[src/rtl/branch_ctrl.sv]
// branch_ctrl: EX-stage branch controller.
// Turns a taken-branch decision into a one-shot PC redirect and a timed
// squash of the younger stages. It also holds the Z/N/C flag register that
// feeds branch evaluation, and clears the tested flag when a conditional
// jump is taken.
//
// Ports:
//   clk, rst        clock; synchronous active-high reset
//   stall           pipeline freeze; all state holds while high
//   jump            taken decision for the EX instruction
//   branch[2:0]     100 JMP, 101 JZ, 110 JN, 111 JC, anything else = none
//   jump_target     redirect address of the EX instruction
//   flag_we         ALU flag write enable
//   alu_z/n/c       flag values from the ALU
//   pc_load         PC loads pc_target (held until the first unstalled flush cycle)
//   pc_target       registered redirect address
//   flush           clear IF/ID and ID/EX valid bits
//   busy            controller is in its flush window
//   z, n, c         flag register contents
module branch_ctrl #(
  parameter int ADDR_WIDTH   = 32,
  parameter int FLUSH_CYCLES = 2
) (
  input  logic                  clk,
  input  logic                  rst,
  input  logic                  stall,
  input  logic                  jump,
  input  logic [2:0]            branch,
  input  logic [ADDR_WIDTH-1:0] jump_target,
  input  logic                  flag_we,
  input  logic                  alu_z,
  input  logic                  alu_n,
  input  logic                  alu_c,
  output logic                  pc_load,
  output logic [ADDR_WIDTH-1:0] pc_target,
  output logic                  flush,
  output logic                  busy,
  output logic                  z,
  output logic                  n,
  output logic                  c
);

  localparam logic [3:0] FLUSH_INIT = 4'(FLUSH_CYCLES);

  typedef enum logic {ST_IDLE, ST_FLUSH} state_t;

  state_t                state, state_n;
  logic [3:0]            cnt, cnt_n;
  logic                  pc_load_n, flush_n, busy_n;
  logic [ADDR_WIDTH-1:0] pc_target_n;
  logic                  z_n, n_n, c_n;
  logic                  accept;

  always_comb begin
    state_n     = state;
    cnt_n       = cnt;
    pc_load_n   = pc_load;
    pc_target_n = pc_target;
    flush_n     = flush;
    busy_n      = busy;
    z_n         = z;
    n_n         = n;
    c_n         = c;
    accept      = 1'b0;

    if (!stall) begin
      case (state)
        ST_IDLE: begin
          if (jump) begin
            accept      = 1'b1;
            state_n     = ST_FLUSH;
            cnt_n       = FLUSH_INIT;
            pc_load_n   = 1'b1;
            flush_n     = 1'b1;
            busy_n      = 1'b1;
            pc_target_n = jump_target;
          end
        end
        ST_FLUSH: begin
          // jump/jump_target here belong to squashed instructions: ignored.
          cnt_n     = cnt - 4'd1;
          pc_load_n = 1'b0;
          // Last flush cycle: counter is about to hit zero.
          if (cnt <= 4'd1) begin
            cnt_n   = 4'd0;
            state_n = ST_IDLE;
            flush_n = 1'b0;
            busy_n  = 1'b0;
          end
        end
        default: state_n = ST_IDLE;
      endcase

      // A fresh ALU write wins over clear-on-use of the tested flag.
      if (flag_we) begin
        z_n = alu_z;
        n_n = alu_n;
        c_n = alu_c;
      end else if (accept) begin
        case (branch)
          3'b101:  z_n = 1'b0;
          3'b110:  n_n = 1'b0;
          3'b111:  c_n = 1'b0;
          default: ;
        endcase
      end
    end
  end

  always_ff @(posedge clk) begin
    if (rst) begin
      state     <= ST_IDLE;
      cnt       <= 4'd0;
      pc_load   <= 1'b0;
      pc_target <= '0;
      flush     <= 1'b0;
      busy      <= 1'b0;
      z         <= 1'b0;
      n         <= 1'b0;
      c         <= 1'b0;
    end else begin
      state     <= state_n;
      cnt       <= cnt_n;
      pc_load   <= pc_load_n;
      pc_target <= pc_target_n;
      flush     <= flush_n;
      busy      <= busy_n;
      z         <= z_n;
      n         <= n_n;
      c         <= c_n;
    end
  end

endmodule

[config.mk]
export PLATFORM = sky130hd
export DESIGN_NAME = branch_ctrl
export DESIGN_NICKNAME = d
export VERILOG_FILES = /design/src/rtl/branch_ctrl.sv
export SDC_FILE = /design/constraint.sdc
export NUM_CORES = 1
export LEC_CHECK = 0
export CAP_MARGIN = 25
export CORE_ASPECT_RATIO = 0.9
export CORE_MARGIN = 1.5
export CORE_UTILIZATION = 60
export CTS_CLUSTER_DIAMETER = 120
export DETAILED_ROUTE_END_ITERATION = 6
export DONT_BUFFER_PORTS = 1
export PLACE_DENSITY = 0.76
export SETUP_SLACK_MARGIN = 0.05
export SLEW_MARGIN = 10
export SYNTH_ARGS = -nofsm -noshare
export SYNTH_HDL_FRONTEND = slang
export SYNTH_SLANG_ARGS = --single-unit
[constraint.sdc]
create_clock -name clk -period 1.63 [get_ports clk]
set_input_delay 0.163 -clock clk [delete_from_list [all_inputs] [get_ports clk]]
set_output_delay 0.163 -clock clk [all_outputs]
set_load 0.01 [all_outputs]
* Word-level counts from Yosys, hierarchy flattened
Index checks and enable logic that the tools add are counted.
** Storage, ports and cells
- Bits in read-only memories :: 0
- Memories :: 0
- Memory bits (writable) :: 0
- Input bits :: 43
- Bits in registers :: 42
- Output and inout bits :: 38
- Bits in latches :: 0
** Operators by class
- Shift operators :: 0
- Magnitude comparators :: 1
- Eq/ne operators :: 5
- Divide/modulo/power cells :: 0
- Multipliers :: 0
- $add $sub $neg :: 1
- Multiplexer cells :: 21
- Bitwise logic cells :: 2
- Reduce and logical (&&, ||, !) cells :: 10
** Operator list (number)
- $mux W1 :: 15
- $reduce_and A3 Y1 :: 5
- $eq A3 B3 Y1 const B :: 3
- $mux W4 :: 2
- $pmux W4 S2 :: 1
- $reduce_bool A2 Y1 :: 4
- $pmux W1 S2 :: 3
- $le A4 B1 Y1 const B :: 1
- $sub A4 B1 Y4 const B :: 1
- $ne A2 B1 Y1 const B :: 1
- $ne A2 B2 Y1 const B :: 1
- $not A1 Y1 :: 2
- $reduce_and A2 Y1 :: 1

* Depth between registers and ports, before layout
Gate-level depths: netlist of run 1.
- Word-level depth :: 5
- Mapped depth :: 5

* Least setup slack after synthesis of run 1
Ideal clock, no wire load.
- Path type :: reg2reg
- Start point :: register state
- End point :: register n
- Cell stages (with the launch flop) :: 5
- Data required time :: 1.498 ns
- Setup time :: 0.132 ns
- Buffers on the path :: 1
- Path slack :: 0.317 ns
- Data arrival time :: 1.180 ns
- Clock period less this slack :: 1.313 ns
- Cell sequence :: dfxtp_1 -> or3b_1 -> buf_2 -> o311ai_2 -> a21oi_1
** Between the ends
- Word-level cells in the longest chain between the ends :: 4
** Ends and longest elaborated chain
- from (decl) :: RTL line 47 : state_t state, state_n;
- from (signal assigned) :: RTL line 122 : state <= state_n;
- $mux W1 :: RTL line 67 : case (state)
- $mux W1 :: RTL line 66 : if (!stall) begin
- $reduce_bool A2 Y1 (no source line)
- $reduce_and A3 Y1 (no source line)
- to (signal assigned) :: RTL line 129 : n <= n_n;
- to (decl) :: RTL line 39 : output logic n,
No other way between the ends. The select of a mux whose other input is x is not followed.
A chain may end at the register's enable or synchronous reset.

* Worst setup path in the final report of run 1
- Start point :: register state
- End point :: register pc_target[27]
** Between the ends
- Word-level cells in the longest chain between the ends :: 2
** Ends and longest elaborated chain
- $not A1 Y1 (no source line)
- $reduce_and A3 Y1 (no source line)
- to (signal assigned) :: RTL line 125 : pc_target <= pc_target_n;
- to (decl) :: RTL line 35 : output logic [ADDR_WIDTH-1:0] pc_target,
No other way between the ends.

==> impl_metrics.env, run 1 <==
export IMPL_fp_dieArea_sq_um=3020
export IMPL_finalSetupTns_ns=0
export IMPL_fin_cells=263
export IMPL_post_dp_hpwl_mm=2.26
export IMPL_power_density_nw_per_um2=966
export IMPL_drive_above_1_share_pct=6.38
export IMPL_track_usage_pct=32.0
export IMPL_path_max_fanout=29
export IMPL_leakagePower_uw=0.000753
export IMPL_first_global_vias=1501
export IMPL_cts_buffers=5
export IMPL_max_freq_ghz=0.689
export IMPL_tritoncts="built"
export IMPL_syn_instance_count=199
export IMPL_syn2layout_area_growth_pct=29.4
export IMPL_async_flop_share_pct=0
export IMPL_grt_overflow=0
export IMPL_slowest_delay_ns=0.52
export IMPL_cts_sinks=42
export IMPL_p_switching_uw=501
export IMPL_syn_area_sq_um=1620
export IMPL_period_minus_slack_ns=1.45
export IMPL_dp_cells=217
export IMPL_via_per_inst=5.98
export IMPL_clkTransAtPathRegs_ns=0.11
export IMPL_combPwrFrac_pct=12.0
export IMPL_syn_avg_cell_area_sq_um=8.14
export IMPL_slew_headroom_pct=77.3
export IMPL_violations="DRC"
export IMPL_synthTopCellsByCount="nand2_1 (70), dfxtp_1 (42), a21oi_1 (39)"
export IMPL_yosysWarnings=0
export IMPL_rows=17
export IMPL_maxCapViolations=0
export IMPL_ys_types=28
export IMPL_clockRootBuffer="clkbuf_4"
export IMPL_place_area_sq_um=1630
export IMPL_cpMaxStageDelayCell="or3b_1"
export IMPL_synth_seq_cells=42
export IMPL_drtAntennaViolNets=0
export IMPL_power_share_clock_pct=31.8
export IMPL_finalHoldViolCount=0
export IMPL_antenna_found_initial=0
export IMPL_dr_total_vias=1573
export IMPL_yosysTopAreaCellShare_pct=51.9
export IMPL_initialDrtViolationCount=111
export IMPL_swShare_pct=24.7
export IMPL_fillers=157
export IMPL_p_int_uw=1520
export IMPL_final_nets=279
export IMPL_wirelength_mm=4.65
export IMPL_crit_chain="or3b_1, buf_4, nand2_1, a21oi_1"
export IMPL_place_congestion=0.695
export IMPL_max_vdd_ir_drop_mv=0.718
export IMPL_rsz0062_at_grt="false"
export IMPL_cp_end_kind="flip-flop"
export IMPL_synth_top_cell_by_area="dfxtp_1"
export IMPL_fp_dieH_microns=52.3
export IMPL_hp_class="in2reg"
export IMPL_drt_first_pass_iters=7
export IMPL_clock_path_buffers=2
export IMPL_synth_edf_count=0
export IMPL_fin_area_sq_um=2100
export IMPL_yosysMostFrequentCell="nand2_1"
export IMPL_port_buffers=0
export IMPL_arrival_ns=1.69
export IMPL_worstSetupStartpointType="flip-flop"
export IMPL_drc_errors=6
export IMPL_post_cts_buffers=0
export IMPL_fin_crit_sh_pct=89.1
export IMPL_critical_path_class="reg2reg"
export IMPL_die_width_microns=57.8
export IMPL_status="finished, violations left"
export IMPL_initial_core_util_pct=64.5
export IMPL_clkLatencyLatePin_ns=0.35
export IMPL_seqPwrFrac_pct=56.2
export IMPL_ys_flop_type="dfxtp_1"
export IMPL_routedWlPerCell_microns=17.7
export IMPL_synth_area_leaders="dfxtp_1 (52%), nand2_1 (16%), a21oi_1 (12%), o311ai_2 (2.0%), clkbuf_1 (1.6%)"
export IMPL_grt_start_max_net_pins=43
export IMPL_maxSlewViolCount=0
export IMPL_setup_violations=0
export IMPL_ys_seq_area_share_pct=51.9
export IMPL_coreArea_sq_um=2510
export IMPL_n_antenna_cell=0
export IMPL_pin_count=81
export IMPL_syn_nets=244
export IMPL_grt_pass1_wl_mm=6.96
export IMPL_finalClockSkew_ns=0.00549
export IMPL_tightestPinTransition_ns=0.340
export IMPL_ctsHtreeMaxLevel=2
export IMPL_cp_required_ns=1.87
## layer usage
metal	GRT usage (%)	share of wire (%)
met4	14.0	3.2
met1	32.0	35
met2	59.3	52
met3	11.6	9.5
met5	0	0
## through the flow
stage | hold WS, ns | worst slack, ns | total power (uW) | util (%)
after CTS | 0.0128 | 0.120 | 2020 | 83.4
final | 0.0268 | 0.178 | 2020 | 83.5
after floorplan | 0.299 | 0.317 | 1270 | -
after detailed placement | 0.237 | 0.141 | 1290 | 64.9
after global routing | 0.0323 | 0.0632 | 2100 | 83.5
after global placement | 0.235 | 0.292 | 1280 | 64.9
## final timing paths
kind	startpoint	endpoint	slack [ns]	cells past startpoint
hold reg to reg	pc_target[13]$_SDFFE_PP0P_	pc_target[13]$_SDFFE_PP0P_	0.51	2
setup / recovery	state$_SDFFE_PP0N_	pc_target[27]$_SDFFE_PP0P_	0.18	4
setup reg to reg	state$_SDFFE_PP0N_	pc_target[27]$_SDFFE_PP0P_	0.18	4
hold / removal	stall	state$_SDFFE_PP0N_	0.03	2
## sequential cells by signal, indices dropped and copies added (netlist names)
register,cells
busy,1
c,1
cnt,4
n,1
pc_load,1
pc_target,32
state,1
z,1
## critical path: cells and delay by family (launching register included)
| family | cells | cell delay (ns) |
|---|---|---|
| simple gates | 2 | 0.64 |
| flops | 1 | 0.33 |
| buf+inv | 1 | 0.29 |
| compound gates | 1 | 0.08 |
## placed cells by master (no fill, tap or decap), types with 2 or more instances in the layout
cell type | Yosys | final
dfxtp_1 | 42 | 42
o21bai_1 | 2 | 2
ha_1 | 2 | 2
clkbuf_1 | 7 | 2
o41ai_1 | 2 | 2
buf_4 | 1 | 4
nor2b_1 | 4 | 4
o311ai_0 | 2 | 2
dlygate4sd3_1 | 0 | 37
o311ai_2 | 2 | 2
nand2_1 | 70 | 70
clkbuf_4 | 0 | 5
inv_1 | 3 | 3
nand3_1 | 2 | 2
o21ai_0 | 2 | 2
a21oi_1 | 39 | 39
## power by group through the flow
stage          sequential [uW]  clock [uW]  combinational (uW)
5_1_grt                   1140         688                 265
6_report                  1140         643                 243
3_3_place_gp              1160           0                 127
4_1_cts                   1140         656                 227
3_5_place_dp              1160           0                 136
2_1_floorplan             1150           0                 127
## area by class of cell
cell class | count | area [sq um] | area share, %
Timing Repair Buffer | 42 | 420 | 20.1
Multi-Input combinational cell | 140 | 713 | 34.0
Clock inverter | 1 | 30.0 | 1.43
Clock buffer | 7 | 45.0 | 2.15
Sequential cell | 42 | 841 | 40.1
Tap cell | 28 | 35.0 | 1.67
Inverter | 3 | 11.3 | 0.537
## what timing repair did
action                     CTS  global route
setup endpoints to repair    0             1
hold buffers                38             0
gates resized for setup      0             1
hold endpoints to repair    42             0
## cells by family after synthesis
kind of cell	count (synthesis)	share of synthesized area (%)
AND/OR/NAND/NOR	85	22.3
AO/OA/AOI/OAI	53	19.7
buffers and inverters	17	4.56
flip-flops	42	51.9
adder cells (fa/ha/maj)	2	1.55
(Power assumes the default switching activity.)
==> inputs of run 2 (changes only) <==
- clock period: 1.63 -> 1.75 ns (I/O delays scaled with it)
==> run 2 against run 1 <==
Against the previous run:
- the flow still finishes with violations (DRC)
- maximum frequency up 0.38%
- global-route usage shrank 2.4 points
- highest routed layer unchanged
- largest cell class unchanged
- die area stayed put
==> impl_metrics.env, run 2 (same netlist as run 1, synthesis figures left out) <==
export IMPL_drtAntennaViolNets=0
export IMPL_drc_errors=12
export IMPL_cp_required_ns=1.98
export IMPL_finalSetupTns_ns=0
export IMPL_finalClockSkew_ns=0.00523
export IMPL_combPwrFrac_pct=11.4
export IMPL_layout_common_cells="nand2_1 (70), dfxtp_1 (42), a21oi_1 (39)"
export IMPL_tightestPinTransition_ns=0.363
export IMPL_violations="DRC"
export IMPL_max_freq_ghz=0.692
export IMPL_largest_register_ffs=32
export IMPL_track_usage_pct=29.5
export IMPL_drt_first_pass_iters=6
export IMPL_hp_class="in2reg"
export IMPL_via_per_inst=5.84
export IMPL_rows=17
export IMPL_fin_cells=260
export IMPL_coreArea_sq_um=2510
export IMPL_setup_violations=0
export IMPL_antenna_found_initial=0
export IMPL_clkTransAtPathRegs_ns=0.11
export IMPL_crit_buf_inv=1
export IMPL_place_congestion=0.686
export IMPL_grt_overflow=0
export IMPL_critical_path_class="reg2reg"
export IMPL_cts_buffers=5
export IMPL_fp_dieH_microns=52.3
export IMPL_pin_count=81
export IMPL_fin_crit_sh_pct=82.6
export IMPL_dr_total_vias=1519
export IMPL_cts_sinks=42
export IMPL_largest_register="pc_target"
export IMPL_syn2layout_area_growth_pct=27.4
export IMPL_tritoncts="built"
export IMPL_clockRootBuffer="clkbuf_4"
export IMPL_clkLatencyLatePin_ns=0.34
export IMPL_leakagePower_uw=0.000740
export IMPL_initial_core_util_pct=64.5
export IMPL_port_buffers=0
export IMPL_reg_largest_list="pc_target (32), cnt (4)"
export IMPL_p_switching_uw=449
export IMPL_fin_area_sq_um=2060
export IMPL_routedWlPerCell_microns=16.6
export IMPL_maxCapViolations=0
export IMPL_maxSlewViolCount=0
export IMPL_final_nets=276
export IMPL_p_int_uw=1410
export IMPL_grt_pass1_wl_mm=6.62
export IMPL_drive_above_1_share_pct=6.03
export IMPL_cpMaxStageDelayCell="or3b_1"
export IMPL_power_share_clock_pct=31.6
export IMPL_fillers=156
export IMPL_finalHoldViolCount=0
export IMPL_swShare_pct=24.1
export IMPL_place_area_sq_um=1630
export IMPL_die_width_microns=57.8
export IMPL_initialDrtViolationCount=144
export IMPL_post_dp_hpwl_mm=2.38
export IMPL_worstSetupStartpointType="flip-flop"
export IMPL_dp_cells=217
export IMPL_slowest_delay_ns=0.49
export IMPL_grt_start_max_net_pins=43
export IMPL_first_global_vias=1480
export IMPL_arrival_ns=1.67
export IMPL_p_total_uw=1860
export IMPL_final_common_cell="nand2_1"
export IMPL_cp_end_kind="flip-flop"
export IMPL_wirelength_mm=4.31
export IMPL_power_density_nw_per_um2=903
export IMPL_slew_headroom_pct=75.5
export IMPL_period_minus_slack_ns=1.45
export IMPL_max_vdd_ir_drop_mv=0.725
export IMPL_ctsHtreeMaxLevel=2
export IMPL_rsz0062_at_grt="false"
export IMPL_hold_ws_ns=0.0187
export IMPL_n_antenna_cell=0
export IMPL_fp_dieArea_sq_um=3020
export IMPL_path_max_fanout=18
export IMPL_status="finished, violations left"
export IMPL_clock_path_buffers=2
export IMPL_post_cts_buffers=0
export IMPL_crit_chain="or3b_1, buf_4, nand3_1, a31oi_1"
export IMPL_critPathTopFamily="simple AND/OR/NAND/NOR gates"
export IMPL_seqPwrFrac_pct=56.9
[run 2: cell count changes in the layout (fill, tap and decap cells not counted), sizes merged]
cell / delta
dlygate4sd3: -3
[run 2: final cells by class]
cell class              instances  area [sq um]  share of cell area, %
clock inverters                 1          30.0                   1.46
inverters                       3          11.3                  0.546
clock buffers                   7          45.0                   2.18
repair buffers                 39           390                   18.9
multi-input cells             140           711                   34.4
well taps                      28          35.0                   1.70
flip-flops and latches         42           841                   40.8
[run 2: worst paths after layout]
path / from / end / slack (ns) / cells after the start
worst max register to register: state$_SDFFE_PP0N_ / c$_SDFFE_PP0P_ / 0.30 / 4
worst max-delay path: state$_SDFFE_PP0N_ / c$_SDFFE_PP0P_ / 0.30 / 4
worst min-delay path: alu_c / c$_SDFFE_PP0P_ / 0.02 / 2
worst min register to register: pc_target[28]$_SDFFE_PP0P_ / pc_target[28]$_SDFFE_PP0P_ / 0.51 / 2
[run 2: metal layers]
| layer | vias to the layer above | wire length (microns) | global-route usage (%) |
|---|---|---|---|
| li1 | 726 | - | - |
| met1 | 701 | 1610 | 33.9 |
| met2 | 85 | 2190 | 51.9 |
| met3 | 7 | 441 | 8.40 |
| met4 | 0 | 65 | 11.6 |
| met5 | - | 0 | 0 |
[run 2: what timing repair did]
item	in CTS	in global routing
hold endpoints to repair	42	0
hold buffers	35	0
gates resized for setup	0	0
[run 2: power by group through the flow]
stage	sequential, uW	combinational [uW]	clock, uW
after global routing	1070	233	643
final	1060	213	589
after floorplan	1070	118	0
after global placement	1080	116	0
after detailed placement	1080	125	0
after CTS	1060	204	599
[run 2: metrics by stage]
step | setup slack [ns] | util (%)
6_report | 0.304 | 82.2
5_1_grt | 0.227 | 82.2
3_5_place_dp | 0.349 | 64.9
2_1_floorplan | 0.437 | -
4_1_cts | 0.321 | 82.2
3_3_place_gp | 0.401 | 64.9
==> inputs of run 3 (changes only) <==
- clock period: 1.75 -> 1.5 ns (I/O delays scaled with it)
==> run 3 against run 2 <==
Against the previous run:
- the run still ends with DRC left
- die area stayed put
- hold slack better by 0.0030 ns
- sequential power is 16% higher
- clock-buffer cell count is 1 lower
- clock power is 22% higher
- design area is 1.6% higher
- highest routed layer unchanged
==> impl_metrics.env, run 3 (same netlist as run 1, synthesis figures left out) <==
export IMPL_largest_register="pc_target"
export IMPL_worstSetupStartpointType="flip-flop"
export IMPL_seqCellArea_sq_um=842
export IMPL_finalClockSkew_ns=0.00683
export IMPL_initial_core_util_pct=64.5
export IMPL_clkLatencyLatePin_ns=0.33
export IMPL_hold_ws_ns=0.0217
export IMPL_setup_violations=0
export IMPL_first_global_vias=1396
export IMPL_leakagePower_uw=0.000756
export IMPL_rsz0062_at_grt="true"
export IMPL_antenna_found_initial=0
export IMPL_fp_dieH_microns=52.3
export IMPL_final_nets=278
export IMPL_reg2reg_to="n$_SDFFE_PP0P_"
export IMPL_cts_sinks=42
export IMPL_period_minus_slack_ns=1.37
export IMPL_fin_crit_sh_pct=91.4
export IMPL_dr_total_vias=1490
export IMPL_hold_path_depth=3
export IMPL_tightestPinTransition_ns=0.316
export IMPL_final_common_cell="nand2_1"
export IMPL_clockRootBuffer="clkbuf_4"
export IMPL_hold_start="stall"
export IMPL_port_buffers=0
export IMPL_multi_input_area_sq_um=713
export IMPL_crit_start="state$_SDFFE_PP0N_"
export IMPL_post_dp_hpwl_mm=2.41
export IMPL_cp_required_ns=1.71
export IMPL_drtAntennaViolNets=0
export IMPL_syn2layout_area_growth_pct=29.5
export IMPL_n_antenna_cell=0
export IMPL_violations="DRC"
export IMPL_drt_first_pass_iters=6
export IMPL_maxCapViolations=0
export IMPL_max_vdd_ir_drop_mv=0.720
export IMPL_grt_start_max_net_pins=43
export IMPL_power_density_nw_per_um2=1050
export IMPL_drive_above_1_share_pct=7.30
export IMPL_maxSlewViolCount=0
export IMPL_via_per_inst=5.71
export IMPL_grt_overflow=0
export IMPL_post_cts_buffers=0
export IMPL_layout_common_cells="nand2_1 (70), dfxtp_1 (41), a21oi_1 (39)"
export IMPL_critical_path_class="reg2reg"
export IMPL_path_max_fanout=8
export IMPL_reg2reg_slack_ns=0.13
export IMPL_routedWlPerCell_microns=15.6
export IMPL_finalHoldViolCount=0
export IMPL_cp_end_kind="flip-flop"
export IMPL_reg_largest_list="pc_target (32), cnt (4)"
export IMPL_finalSetupTns_ns=0
export IMPL_hold_path_end="pc_load$_SDFFE_PP0P_"
export IMPL_wirelength_mm=4.07
export IMPL_r2r_cells=3
export IMPL_slew_headroom_pct=78.9
export IMPL_coreArea_sq_um=2510
export IMPL_grt_pass1_wl_mm=6.16
export IMPL_ctsHtreeMaxLevel=2
export IMPL_tritoncts="built"
export IMPL_initialDrtViolationCount=115
export IMPL_postLayoutCoreUtil_pct=83.5
export IMPL_status="finished, violations left"
export IMPL_fp_dieArea_sq_um=3020
export IMPL_r2r_start="state$_SDFFE_PP0N_"
export IMPL_clkTransAtPathRegs_ns=0.11
export IMPL_arrival_ns=1.58
export IMPL_cts_buffers=5
export IMPL_clock_path_buffers=2
export IMPL_largest_register_ffs=32
export IMPL_track_usage_pct=27.7
export IMPL_pin_count=81
export IMPL_hp_class="in2reg"
export IMPL_rows=17
export IMPL_place_congestion=0.702
export IMPL_max_freq_ghz=0.729
export IMPL_die_width_microns=57.8
export IMPL_drc_errors=6
export IMPL_fillers=143
-- run 3: changes by cell type in the layout (fill, tap and decap cells not counted), sizes merged --
cell	delta
clkbuf	-1
dlygate4sd3	+2
-- run 3: cell type report --
type,instances,share of cell area [%]
inverters,3,0.537
well taps,28,1.67
clock inverters,1,1.43
clock buffers,6,2.45
multi-input cells,140,34.0
flip-flops and latches,42,40.2
repair buffers,41,19.7
-- run 3: what timing repair did --
item                                    4_1_cts  5_1_grt
endpoints found under the setup margin        0       21
hold endpoints to repair                     42        0
resized for setup                             0        3
hold buffers                                 37        0
-- run 3: critical path: stages (launching register included) --
cell      delay [ns]
dfxtp_1         0.32
or3b_1          0.52
o311ai_2        0.29
a21oi_1         0.12
-- run 3: how the worst max path moves through the flow --
stage                                endpoint  slack [ns]  cells past startpoint
floorplan                      n$_SDFFE_PP0P_        0.19                      4
global placement    pc_target[4]$_SDFFE_PP0P_        0.16                      4
detailed placement        cnt[1]$_SDFFE_PP0P_        0.08                      5
CTS                       cnt[1]$_SDFFE_PP0P_        0.06                      5
global route                   n$_SDFFE_PP0P_        0.04                      3
finish                         n$_SDFFE_PP0P_        0.13                      3
-- run 3: where the power goes --
group          total (uW)  leakage (uW)  switching (uW)  internal [uW]
Clock                 719     0.0000443             330            388
Sequential           1230      0.000344            63.9           1170
Combinational         252      0.000368             121            132
Total                2200      0.000756             515           1690
-- run 3: through the flow --
step	instances	total power [uW]	setup slack, ns	instance area [sq um]
2_1_floorplan	199	1390	0.187	1620
3_3_place_gp	217	1390	0.156	1630
3_5_place_dp	217	1410	0.0808	1630
4_1_cts	261	2210	0.0575	2090
5_1_grt	261	2300	0.0407	2100
6_report	261	2200	0.128	2100
-- run 3: metal layers --
layer,part of all wire (%),wire (microns),vias to the layer above,GRT usage (%)
li1,-,-,736,-
met2,50,2050,79,48.9
met3,11,438,8,8.89
met1,37,1520,667,30.3
met4,1.5,59,0,12.4
met5,0,0,-,0
==> RTL edit 1, RTL diff (settings of run 3) <==
Set the parameter `ADDR_WIDTH` to 64 (it was 32).
--- a/src/rtl/branch_ctrl.sv
+++ b/src/rtl/branch_ctrl.sv
@@ -18,7 +18,7 @@
 //   busy            controller is in its flush window
 //   z, n, c         flag register contents
 module branch_ctrl #(
-  parameter int ADDR_WIDTH   = 32,
+  parameter int ADDR_WIDTH   = 64,
   parameter int FLUSH_CYCLES = 2
 ) (
   input  logic                  clk,
Interface: changed (resized jump_target and pc_target); port bits go from 81 to 145. The function was not compared with the original's and may differ.
==> RTL edit 1 against run 3 <==
  * The flow finishes with violations (negative hold slack)
  * Critical path type unchanged
  * Synthesized area grew 67%
  * Cell area rose by 39%
  * Power rose by 70%
  * Fmax down 0.33%
  * Sequential cell count up 32
  * Routed wire length increased by 31%
  * Worst setup slack got worse by 0.0045 ns
  * First-iteration DRC count shrank 24%
  * Global-route usage fell by 6.6 points
  * Clock power is 85% higher
  * Critical path depth grew 1
  * Highest routed layer unchanged
  * Count of clock-buffer cells in the layout rose by 7
==> RTL edit 1: results (changes against run 3) <==
- Outcome: finished, violations left
* Violations in the final reports: negative hold slack
- The headroom to the max-slew limit was 76.05% (-2.8 points).
* Post-Synthesis Net Count: 415 (+70%)
- Post-route clock skew: 0.006280 ns (-0.0005508 ns)
* Final hold viol count: 74 (+74)
* TritonCTS Buffers: 9 (+4)
- The fraction of the yosys area taken by sequential cells was 54.71% (+2.8 points).
* Detailed Route Iter0 Violations: 87 (-24%)
* CP arrival: 1.60 ns (+0.02 ns)
- In this run the clock root is driven by a clkbuf_8.
* Weighted congestion at the end of routability-driven global placement: 0.8465 (+21%)
- The net switching fraction of the power is 24.06% (+0.71 points).
* Max stage delay on crit path: 0.57 ns (+0.05 ns)
- The worst hold-check slack is -0.1239 ns (-0.1456 ns).
- The number of flip-flops under the largest register name was 64 (+100%).
- In the post-synthesis netlist, the biggest area contributors are dfxtp_1 (55%), nand2_1 (19%), a21oi_1 (13%).
- Static leakage power: 0.001010 µW (+34%)
- Number of optimization iterations in the first detailed-route pass: 4 (-2)
* Via count of the first global-routing pass: 1941 (+39%)
- The number of nets in the layout came to 406 (+46%).
- Biggest regs: pc_target (64), cnt (4)
* Routed wire length: 5326 µm (+31%)
- The largest individual stage delay along the critical path comes from the cell or3b_2.
- The global routing usage summed across all routing layers came to 21.08% (-6.6 points).
- First-pass GRT wire length: 8073 µm (+31%)
* Vias after detailed routing: 2128 (+43%)
- Sum of net half-perimeters after detailed placement: 3573 µm (+48%)
RTL edit 1: area by class of cell:
type                    instances  area [µm²]
clock buffers                  13       158.9
clock inverters                 2       12.51
fillers                       358        1303
inverters                       3       11.26
multi-input cells             236        1112
flip-flops and latches         74        1481
well taps                      60       75.07
repair buffers                  5       57.56
RTL edit 1: worst max-delay path: cells and delay by family, from the launching register on:
family | cells | cell delay (ns)
AO/OA/AOI/OAI | 1 | 0.06
buffers and inverters | 1 | 0.25
flip-flops | 1 | 0.31
AND/OR/NAND/NOR | 2 | 0.66
RTL edit 1: cells by family (layout without fill, tap and decap cells):
family	after synthesis	count (layout)	share of synthesized area, %
AO/OA/AOI/OAI	85	85	17.70
adder cells (fa/ha/maj)	2	2	0.9241
buffers and inverters	28	23	4.668
AND/OR/NAND/NOR	149	149	22.00
flip-flops	74	74	54.71
RTL edit 1: worst paths after layout:
path | start | to | cells past startpoint
min | rst | pc_target[14] | 1
min reg2reg | pc_target[30] | pc_target[30] | 2
max reg2reg | state | pc_target[6] | 4
max | state | pc_target[6] | 4
RTL edit 1: metrics by stage:
step / power, µW / worst slack (ns) / util (%) / area, µm² / std cells
floorplan: 2416 / 0.09513 / - / 2708 / 338
global placement: 2434 / 0.1557 / 64.65 / 2723 / 378
detailed placement: 2444 / 0.05566 / 64.65 / 2723 / 378
CTS: 3770 / 0.06066 / 68.72 / 2894 / 393
global route: 3884 / 0.04701 / 69.07 / 2909 / 393
finish: 3737 / 0.1239 / 69.07 / 2909 / 393
RTL edit 1: metal layers:
layer / track usage (%) / part of all wire [%]
met5: 0 / 0
met4: 5.556 / 0.96
met3: 10.14 / 9.9
met2: 36.49 / 47
met1: 22.95 / 42
RTL edit 1: timing repair:
action / in CTS / in global routing
hold endpoints to repair: 74 / 74
resized for setup: 0 / 4
endpoints found under the setup margin: 0 / 7
RTL edit 1: power groups by stage:
stage	Combinational, µW	Clock, µW	Sequential (µW)
finish	234	1330	2170
global route	269	1440	2180
CTS	231	1370	2170
detailed placement	231	0	2210
global placement	222	0	2210
floorplan	222	0	2190
==> RTL edit 2, RTL diff (config.mk and constraints of run 3) <==
Made on the original files. Reset style: asynchronous (`rst`), changed in one clocked block. Comments in the files are not updated.
--- a/src/rtl/branch_ctrl.sv
+++ b/src/rtl/branch_ctrl.sv
@@ -107,7 +107,7 @@
     end
   end
 
-  always_ff @(posedge clk) begin
+  always_ff @(posedge clk or posedge rst) begin
     if (rst) begin
       state     <= ST_IDLE;
       cnt       <= 4'd0;
Formal check against the unedited RTL: differs if rst is asserted again (counterexample within 4 cycles, from zero or initial values and one cycle with rst high); with rst held inactive, the same outputs for 10 cycles.
==> RTL edit 2 against run 3 <==
  * Utilization shrank 4.5 points
  * Fmax shrank 4.1%
  * Sequential share of layout area grew 3.9 points
  * Sequential cell count is the same
  * Synthesized area grew 15%
  * Cell area grew 14%
  * Via count shrank 20%
  * Routed wire length shrank 0.66%
  * Critical path depth grew 1
  * Worst setup slack lost 0.059 ns
  * Largest cell class unchanged
Power is not compared: it rests on default switching activity, and its combinational part moved more than twofold at a synthesized area within 25%.
==> RTL edit 2: results (changes against run 3) <==
* Routed wire length: 4039 µm (-0.66%)
- The fraction of the yosys area taken by sequential cells is 56.26% (+4.3 points).
* Number of optimization iterations in the first detailed-route pass: 4 (-2)
- The number of cells traversed by the worst register-to-register path came to 4 (+1).
- Final nets: 217 (-22%)
- Post-synthesis compound-gate area fraction: 5.961% (-14 points)
- The tightest min-delay check is of the in -> reg type.
- Via count of the first global-routing pass: 1241 (-11%)
* First element of the critical path: state
- The flow ran to the end, and the final reports show no timing, DRC or antenna violations.
- Slew of the pin with the lowest slew margin: 0.5154 ns (+0.1994 ns)
* Number of port buffers: 0 (unchanged)
- The number of buffers created by CTS is 5 (unchanged).
- The number of placed cells counting well taps is 166 (-24%).
* CP arrival: 1.66 ns (+0.08 ns)
- The post-synthesis cell type count came to 24 (-14%).
- The clock skew came to 0.01009 ns (+0.003263 ns).
- Global-route usage over all layers: 23.09% (-4.6 points)
* Sum of net half-perimeters after detailed placement: 2247 µm (-6.9%)
- Largest net degree at the start of global routing: 43 (unchanged)
- The depth of the worst hold-timing path was 3 (unchanged).
- IR analysis of the VDD net gives a maximum drop of 0.0009676 V.
- Detailed Route Iter0 Violations: 46 (-60%)
* Layout cell share with drive strength beyond 1: 31.21% (+24 points)
- The number of H-tree branching levels came to 2 (unchanged).
- The placer's final routability congestion estimate is 0.7778 (+11%).
- The number of antenna cells inserted came to 0 (unchanged).
* Clk buf depth: 2 (unchanged)
* Leading post-synthesis cells by cell area: dfrtp_1 (56%), mux2_4 (23%), buf_12 (3.2%)
* Parity-gate share of the synthesized area counting xor and xnor cells: 0% (unchanged)
- CTS placed an instance of clkbuf_4 at the clock tree root.
- In the final layout, the registers with the most flip-flops are pc_target (32), cnt (4).
- The number of setup violations in the final report is 0 (unchanged).
- Routed wirelength normalized by instance count: 18.79 µm (+21%)
- The total count of hold-check failures in the final report came to 0 (unchanged).
- Ranking of synthesized cells by instance count: dfrtp_1 (42), mux2_4 (28), inv_1 (8)
- The fraction of the mapped netlist area in adder cells was 1.340% (-0.21 points).
- Mux share of post-synthesis cell area: 24.92% (+25 points)
* Largest fanout of any net on the critical path: 18 (+10)
* Vias after detailed routing: 1187 (-20%)
- Worst reg-to-reg setup slack: 0.07 ns (-0.06 ns)
* Clock latency on the worst-skew pair: 0.33 ns (about the same)
- The post-synthesis area per instance came to 14.94 µm² (+84%).
- Yosys warning total: 0 (unchanged)
- Clock-pin transition on the worst setup and hold timing paths: 0.12 ns
- Worst Hold Launch: stall
- First-pass GRT wire length: 5768 µm (-6.4%)
- Initial antenna violation count: 0 (unchanged)
* Most used flip-flop cell after synthesis: dfrtp_1
- The path with the worst hold slack has its endpoint at pc_load.
- The proportion of synthesized flip-flops having asynchronous set or reset is 100.0% (+100 points).
* Static leakage power: 0.001095 µW
- Endpoint of the worst register-to-register path: pc_target[7]
-- RTL edit 2: cell families (layout without fill, tap and decap cells) --
family                     Yosys count  count (layout)
DFF                                 42              42
muxes                               32              32
AOI/OAI and AO/OA                   18              18
and+or+nand+nor                     17              17
buffers and inverters               14              62
adders and majority gates            2               2
-- RTL edit 2: what timing repair did --
action                                  CTS  global route
hold endpoints to repair                 82             5
setup buffers                             1             1
hold buffers                             37             1
gates resized for setup                   1             3
endpoints found under the setup margin    3             7
pin swaps                                 0             1
gates cloned                              0             1
-- RTL edit 2: worst max path at each step --
stage,depth (start not counted),to
2_1_floorplan,6,busy
3_3_place_gp,6,cnt[3]
3_5_place_dp,6,cnt[3]
4_1_cts,5,c
5_1_grt,4,cnt[3]
6_report,4,pc_target[7]
-- RTL edit 2: critical path, stage by stage, from the launching register on --
cell	delay, ns
dfrtp_1	0.42
nor3b_4	0.24
buf_4	0.17
clkbuf_16	0.20
mux2_4	0.32
-- RTL edit 2: area by class of cell --
class | instances | area (µm²)
Clock buffer | 7 | 55.05
Clock inverter | 1 | 5.005
Fill cell | 181 | 631.9
Inverter | 8 | 30.03
Multi-Input combinational cell | 69 | 723.2
Sequential cell | 42 | 1051
Tap cell | 42 | 52.55
Timing Repair Buffer | 46 | 470.5
-- RTL edit 2: metrics by stage --
stage	setup WS (ns)	area, µm²	total power [µW]	hold WS, ns
2_1_floorplan	0.08710	1868	2998	0.2554
3_3_place_gp	0.1138	1887	3135	0.1864
3_5_place_dp	0.01401	1887	3229	0.2030
4_1_cts	0.03171	2327	3895	-0.1097
5_1_grt	0.02893	2387	4203	0.05820
6_report	0.06925	2387	3980	0.03444
-- RTL edit 2: routing by layer --
layer	up-vias	share of wire, %	GRT usage (%)
li1	528	-	-
met1	576	38	26.33
met2	76	51	39.40
met3	7	9.1	10.23
met4	0	1.5	4.559
met5	-	0	0
-- RTL edit 2: report_power, final --
part / internal (µW) / total (µW) / switching (µW)
Sequential: 1620 / 2230 / 613
Combinational: 790 / 1190 / 399
Clock: 228 / 562 / 334
Total: 2630 / 3980 / 1350
